--- src/rtl/sevenseg_pkg.sv ---
// Shared constants, segment patterns and converter state type for the
// seven-segment scan driver and its binary-to-BCD converter.
package sevenseg_pkg;

    localparam logic [6:0] SEG_BLANK = 7'h7F;
    localparam logic [6:0] SEG_DASH  = 7'b0111111;

    // Active-low {g,f,e,d,c,b,a} patterns for decimal digits 0..9
    localparam logic [6:0] SEG_DIGIT [0:9] = '{
        7'b1000000, 7'b1111001, 7'b0100100, 7'b0110000, 7'b0011001,
        7'b0010010, 7'b0000010, 7'b1111000, 7'b0000000, 7'b0010000
    };

    typedef enum logic [1:0] {
        IDLE,
        SHIFT,
        COMMIT
    } conv_state_t;

    function automatic logic [6:0] seg_decode(input logic [3:0] nibble);
        logic [6:0] seg;
        case (nibble)
            4'd0:    seg = SEG_DIGIT[0];
            4'd1:    seg = SEG_DIGIT[1];
            4'd2:    seg = SEG_DIGIT[2];
            4'd3:    seg = SEG_DIGIT[3];
            4'd4:    seg = SEG_DIGIT[4];
            4'd5:    seg = SEG_DIGIT[5];
            4'd6:    seg = SEG_DIGIT[6];
            4'd7:    seg = SEG_DIGIT[7];
            4'd8:    seg = SEG_DIGIT[8];
            4'd9:    seg = SEG_DIGIT[9];
            default: seg = SEG_BLANK;
        endcase
        return seg;
    endfunction

    function automatic logic [63:0] pow10(input int n);
        logic [63:0] p;
        p = 64'd1;
        for (int i = 0; i < n; i++) begin
            p = p * 64'd10;
        end
        return p;
    endfunction

endpackage

--- src/rtl/bin2bcd_seq.sv ---
// Sequential double-dabble converter: samples value, runs VALUE_W shift steps,
// then pulses commit for one clock with the finished BCD and overflow flag.
module bin2bcd_seq
    import sevenseg_pkg::*;
#(
    parameter int VALUE_W    = 32,
    parameter int NUM_DIGITS = 8
) (
    input  logic                    clk,
    input  logic                    reset,
    input  logic [VALUE_W-1:0]      value,
    output logic [4*NUM_DIGITS-1:0] bcd,
    output logic                    overflow,
    output logic                    commit,
    output logic                    busy
);

    localparam int          BCD_W   = 4 * NUM_DIGITS;
    localparam int          CNT_W   = $clog2(VALUE_W + 1);
    localparam logic [63:0] MAX_VAL = pow10(NUM_DIGITS) - 64'd1;

    conv_state_t        state_reg, state_next;
    logic [VALUE_W-1:0] shift_reg;
    logic [BCD_W-1:0]   bcd_reg;
    logic [BCD_W-1:0]   bcd_adj;
    logic [CNT_W-1:0]   cnt_reg;
    logic               ovf_reg;
    logic               busy_reg;

    genvar gi;
    for (gi = 0; gi < NUM_DIGITS; gi++) begin : g_adj
        assign bcd_adj[4*gi +: 4] = (bcd_reg[4*gi +: 4] >= 4'd5) ?
                                    bcd_reg[4*gi +: 4] + 4'd3 : bcd_reg[4*gi +: 4];
    end

    always_comb begin
        state_next = state_reg;
        case (state_reg)
            IDLE:    state_next = SHIFT;
            SHIFT:   if (cnt_reg == CNT_W'(VALUE_W - 1)) state_next = COMMIT;
            COMMIT:  state_next = IDLE;
            default: state_next = IDLE;
        endcase
    end

    always_ff @(posedge clk) begin
        if (reset) begin
            state_reg <= IDLE;
            shift_reg <= '0;
            bcd_reg   <= '0;
            cnt_reg   <= '0;
            ovf_reg   <= 1'b0;
            busy_reg  <= 1'b0;
        end else begin
            state_reg <= state_next;
            case (state_reg)
                IDLE: begin
                    shift_reg <= value;
                    bcd_reg   <= '0;
                    cnt_reg   <= '0;
                    ovf_reg   <= (64'(value) > MAX_VAL);
                    busy_reg  <= 1'b1;
                end
                SHIFT: begin
                    bcd_reg   <= {bcd_adj[BCD_W-2:0], shift_reg[VALUE_W-1]};
                    shift_reg <= {shift_reg[VALUE_W-2:0], 1'b0};
                    cnt_reg   <= cnt_reg + 1'b1;
                end
                COMMIT:  busy_reg <= 1'b0;
                default: ;
            endcase
        end
    end

    assign bcd      = bcd_reg;
    assign overflow = ovf_reg;
    assign commit   = (state_reg == COMMIT);
    assign busy     = busy_reg;

endmodule

--- src/rtl/sevenseg_scan_driver.sv ---
// Stopwatch display end: BCD conversion into a tear-free digit register and a
// refresh scanner driving the multiplexed active-low an/seg/dp outputs.
module sevenseg_scan_driver
    import sevenseg_pkg::*;
#(
    parameter int CLK_HZ        = 100_000_000,
    parameter int REFRESH_HZ    = 8_000,
    parameter int NUM_DIGITS    = 8,
    parameter int VALUE_W       = 32,
    parameter int BLANK_LEADING = 1
) (
    input  logic                  clk,
    input  logic                  reset,
    input  logic [VALUE_W-1:0]    value,
    input  logic [NUM_DIGITS-1:0] dp_mask,
    output logic [NUM_DIGITS-1:0] an,
    output logic [6:0]            seg,
    output logic                  dp,
    output logic                  busy,
    output logic                  overflow
);

    localparam int DIV   = CLK_HZ / REFRESH_HZ;
    localparam int PRE_W = (DIV > 1) ? $clog2(DIV) : 1;
    localparam int IDX_W = (NUM_DIGITS > 1) ? $clog2(NUM_DIGITS) : 1;
    localparam int BCD_W = 4 * NUM_DIGITS;

    logic [BCD_W-1:0]      conv_bcd;
    logic                  conv_ovf;
    logic                  conv_commit;

    logic [BCD_W-1:0]      digit_reg;
    logic                  ovf_reg;
    logic [PRE_W-1:0]      pre_reg;
    logic [IDX_W-1:0]      idx_reg;
    logic                  armed_reg;
    logic [NUM_DIGITS-1:0] an_reg;
    logic [6:0]            seg_reg;
    logic                  dp_reg;

    logic                  tick;
    logic [NUM_DIGITS:1]   lead_zero;
    logic [6:0]            digit_seg [NUM_DIGITS];

    bin2bcd_seq #(
        .VALUE_W    (VALUE_W),
        .NUM_DIGITS (NUM_DIGITS)
    ) u_bin2bcd (
        .clk      (clk),
        .reset    (reset),
        .value    (value),
        .bcd      (conv_bcd),
        .overflow (conv_ovf),
        .commit   (conv_commit),
        .busy     (busy)
    );

    // lead_zero[i]: digit i and every digit above it are zero (top bit is a sentinel)
    assign lead_zero[NUM_DIGITS] = 1'b1;

    genvar gi;
    for (gi = 0; gi < NUM_DIGITS; gi++) begin : g_digit
        logic [3:0] nib;
        assign nib = digit_reg[4*gi +: 4];
        if (gi == 0) begin : g_first
            assign digit_seg[gi] = ovf_reg ? SEG_DASH : seg_decode(nib);
        end else begin : g_rest
            assign lead_zero[gi]  = (nib == 4'd0) & lead_zero[gi+1];
            assign digit_seg[gi]  = ovf_reg ? SEG_DASH :
                                    ((BLANK_LEADING != 0) && lead_zero[gi]) ? SEG_BLANK :
                                    seg_decode(nib);
        end
    end

    assign tick = (pre_reg == PRE_W'(DIV - 1));

    // The first tick only arms the scanner so that digit 0 is the first one lit.
    always_ff @(posedge clk) begin
        if (reset) begin
            digit_reg <= '0;
            ovf_reg   <= 1'b0;
            pre_reg   <= '0;
            idx_reg   <= '0;
            armed_reg <= 1'b0;
            an_reg    <= '1;
            seg_reg   <= SEG_BLANK;
            dp_reg    <= 1'b1;
        end else begin
            if (conv_commit) begin
                digit_reg <= conv_bcd;
                ovf_reg   <= conv_ovf;
            end
            if (tick) begin
                pre_reg   <= '0;
                armed_reg <= 1'b1;
                if (armed_reg) begin
                    idx_reg <= (idx_reg == IDX_W'(NUM_DIGITS - 1)) ? '0 : idx_reg + 1'b1;
                end
            end else begin
                pre_reg <= pre_reg + 1'b1;
            end
            if (tick || !armed_reg) begin
                an_reg  <= '1;
                seg_reg <= SEG_BLANK;
                dp_reg  <= 1'b1;
            end else begin
                an_reg  <= ~(NUM_DIGITS'(1) << idx_reg);
                seg_reg <= digit_seg[idx_reg];
                dp_reg  <= ~dp_mask[idx_reg];
            end
        end
    end

    assign an       = an_reg;
    assign seg      = seg_reg;
    assign dp       = dp_reg;
    assign overflow = ovf_reg;

endmodule
--- config.mk ---
export PLATFORM = sky130hd
export DESIGN_NAME = sevenseg_scan_driver
export DESIGN_NICKNAME = d
export VERILOG_FILES = /design/src/rtl/sevenseg_pkg.sv /design/src/rtl/bin2bcd_seq.sv /design/src/rtl/sevenseg_scan_driver.sv
export SDC_FILE = /design/constraint.sdc
export NUM_CORES = 1
export LEC_CHECK = 0
export CORE_MARGIN = 2
export CORE_UTILIZATION = 50
export DETAILED_ROUTE_END_ITERATION = 12
export PLACE_DENSITY = 0.68
export SYNTH_ARGS = -nofsm -noshare
export SYNTH_HDL_FRONTEND = slang
export SYNTH_SLANG_ARGS = --single-unit
export TNS_END_PERCENT = 5
--- constraint.sdc ---
create_clock -name clk -period 3.19 [get_ports clk]
set_clock_uncertainty 0.2 [all_clocks]
set_input_delay 0.319 -clock clk [delete_from_list [all_inputs] [get_ports clk]]
set_output_delay 0.319 -clock clk [all_outputs]
set_load 0.02 [all_outputs]
==> run metrics <==
outcome completed; pin count of the biggest net entering global routing 79; Yosys reg bits 197; setup violators final 0; Synth cell types 56; Pre-antenna DRT Iters 4; die footprint 0.0197 mm2; H-tree depth 4; Routed Antenna Nets 0; gpl congestion 0.860; Layout area overhead 14.7%; Max-slew headroom 48.2%; worst slew pin tran 0.774 ns; fin. max-slew vios 0; average routed wire per standard cell 15.0 um; CTS max path bufs 2; most common flop cell mapped by yosys dfxtp_1; initial antenna violation count 0; post-route insts no fill 1,319; post_cts resized 0; data required time of the critical path 3.33 ns; Clk pin slew, worst setup/hold paths 0.07 ns; crit-path max FO 13; Setup crit start kind flip-flop; register area share after synthesis 42.5%; Mapped Cells 1,045; Mapped Avg Cell Area 8.89 um2; IR drop worst, VDD 0.000353 V; CP Capture Type flip-flop; clock root cell clkbuf_16; fin crit share 77.1%; boundary pin count 60; setup TNS 0 ns; Inserted Diodes 0; vias in the first global route 6,835; fmax 407 MHz; P_leak 4.67 nW; syn nets 1,151; critical path type flip-flop to flip-flop; Final Cell Area 0.0107 mm2; chip width 140 um; Worst-Skew Late Latency 0.43 ns; type of the worst min-delay path input port to flip-flop; worst path arrival time 2.60 ns; DRC viols 0; hold buffers post-CTS 0; IO Port Bufs 59; cell area after synthesis 0.00929 mm2; Vias 7,214; Worst Hold Slack 0.0959 ns; RSZ-0062 raised after global routing false; DP HPWL 14,400 um; # clock sinks 197; total gr overflow 0; number of enable flip-flop cells after synthesis 0; die height 140 um; min Tclk post-route 2.46 ns; Final nets 1,183; total track usage 20.6%; maxcap violations 0; pwr dens 470 mW/mm2; Async SR Flop Fraction 0%; post-place instance area 0.0100 mm2; TritonCTS clock tree built; final hold violations 0; first-pass GRT wire length 33,200 um; yosys warns 0; Placed Cells 1,287; post-CTS setup buffers 0; initial core utilization 51.3%; layout cells sized above 1 7.80%; row count 49; Core ar. 0.0181 mm2; drt total wl 19,800 um; CTS Buf Count 17; 1st-iter DRT viols 449; vias per cell 5.47
-- cell usage in the layout, fill, tap and decap left out, types with 9 or more instances in the layout --
cell type	netlist	routed
mux2i_1	73	73
clkdlybuf4s50_1	0	58
nand3b_1	9	9
nand2_1	60	60
a22o_1	9	9
dfxtp_1	197	195
nand3_1	23	23
o221ai_1	14	14
nor2_1	150	150
ha_1	64	64
inv_1	51	51
clkbuf_16	0	17
a21oi_1	69	69
xor2_1	16	16
nor2b_1	9	9
o21ai_0	90	90
buf_4	1	11
and2_1	11	11
xnor2_1	14	14
or2_2	21	21
-- where the power goes --
group | switching [mW] | internal, mW
Clock | 0.920 | 1.38
Sequential | 0.0183 | 2.49
Combinational | 0.0944 | 0.0990
-- per-stage QoR --
step / utilization, % / setup WS [ns] / power, mW
after floorplan: - / 0.827 / 2.67
after global placement: 55.4 / 0.758 / 2.76
after detailed placement: 55.4 / 0.732 / 2.76
after CTS: 58.9 / 0.708 / 5.06
after global routing: 58.9 / 0.511 / 5.17
final: 58.9 / 0.731 / 5.00
-- cell families after synthesis --
logic type | after synthesis | share of synthesized area (%)
compound gates | 239 | 16.3
xor+xnor | 30 | 2.83
fa+ha+maj | 64 | 8.62
buf+inv | 111 | 4.85
flops | 197 | 42.5
mux | 75 | 8.35
simple gates | 329 | 16.6
-- area by class of cell --
class	instances	area (um2)
fill	1579	7430
clock buffer	21	470
tap	229	287
clock inverter	11	171
timing repair buffer	71	688
multi-input combinational	737	4890
inverter	53	199
sequential	197	3950
-- worst max-delay path, stage by stage (launching register included) --
cell	delay, ns
dfxtp_1	0.33
nor4_1	0.56
nand4_1	0.14
buf_4	0.21
o21ai_0	0.47
o221ai_1	0.25
o221ai_1	0.21
-- cell usage after synthesis, types with 11 or more instances --
cell type | n | share of area (%)
mux2i_1 | 73 | 7.9
xor2_1 | 16 | 1.5
o221ai_1 | 14 | 1.3
nor2_1 | 150 | 6.1
a21oi_1 | 69 | 3.7
xnor2_1 | 14 | 1.3
or2_2 | 21 | 1.4
dfxtp_1 | 197 | 42
inv_1 | 51 | 2.1
ha_1 | 64 | 8.6
nand2_1 | 60 | 2.4
nand3_1 | 23 | 1.2
o21ai_0 | 90 | 4.9
clkbuf_1 | 42 | 1.7
and2_1 | 11 | 0.74
-- routing by layer --
layer / part of all wire [%] / global-route usage (%)
met2: 44 / 32.2
met5: 0 / 0
met1: 51 / 29.2
met3: 3.9 / 4.24
met4: 1.2 / 5.21
-- path summary, 6_finish.rpt --
path                           start  cells after the start                to  slack, ns
max reg2reg            digit_reg[20]                      6            seg[5]       0.73
min                            reset                      2     digit_reg[25]        0.1
max                    digit_reg[20]                      6            seg[5]       0.73
min reg2reg  u_bin2bcd.shift_reg[31]                      2  u_bin2bcd.bcd[0]       0.26
Note: power is estimated with default switching activity, not from simulation.
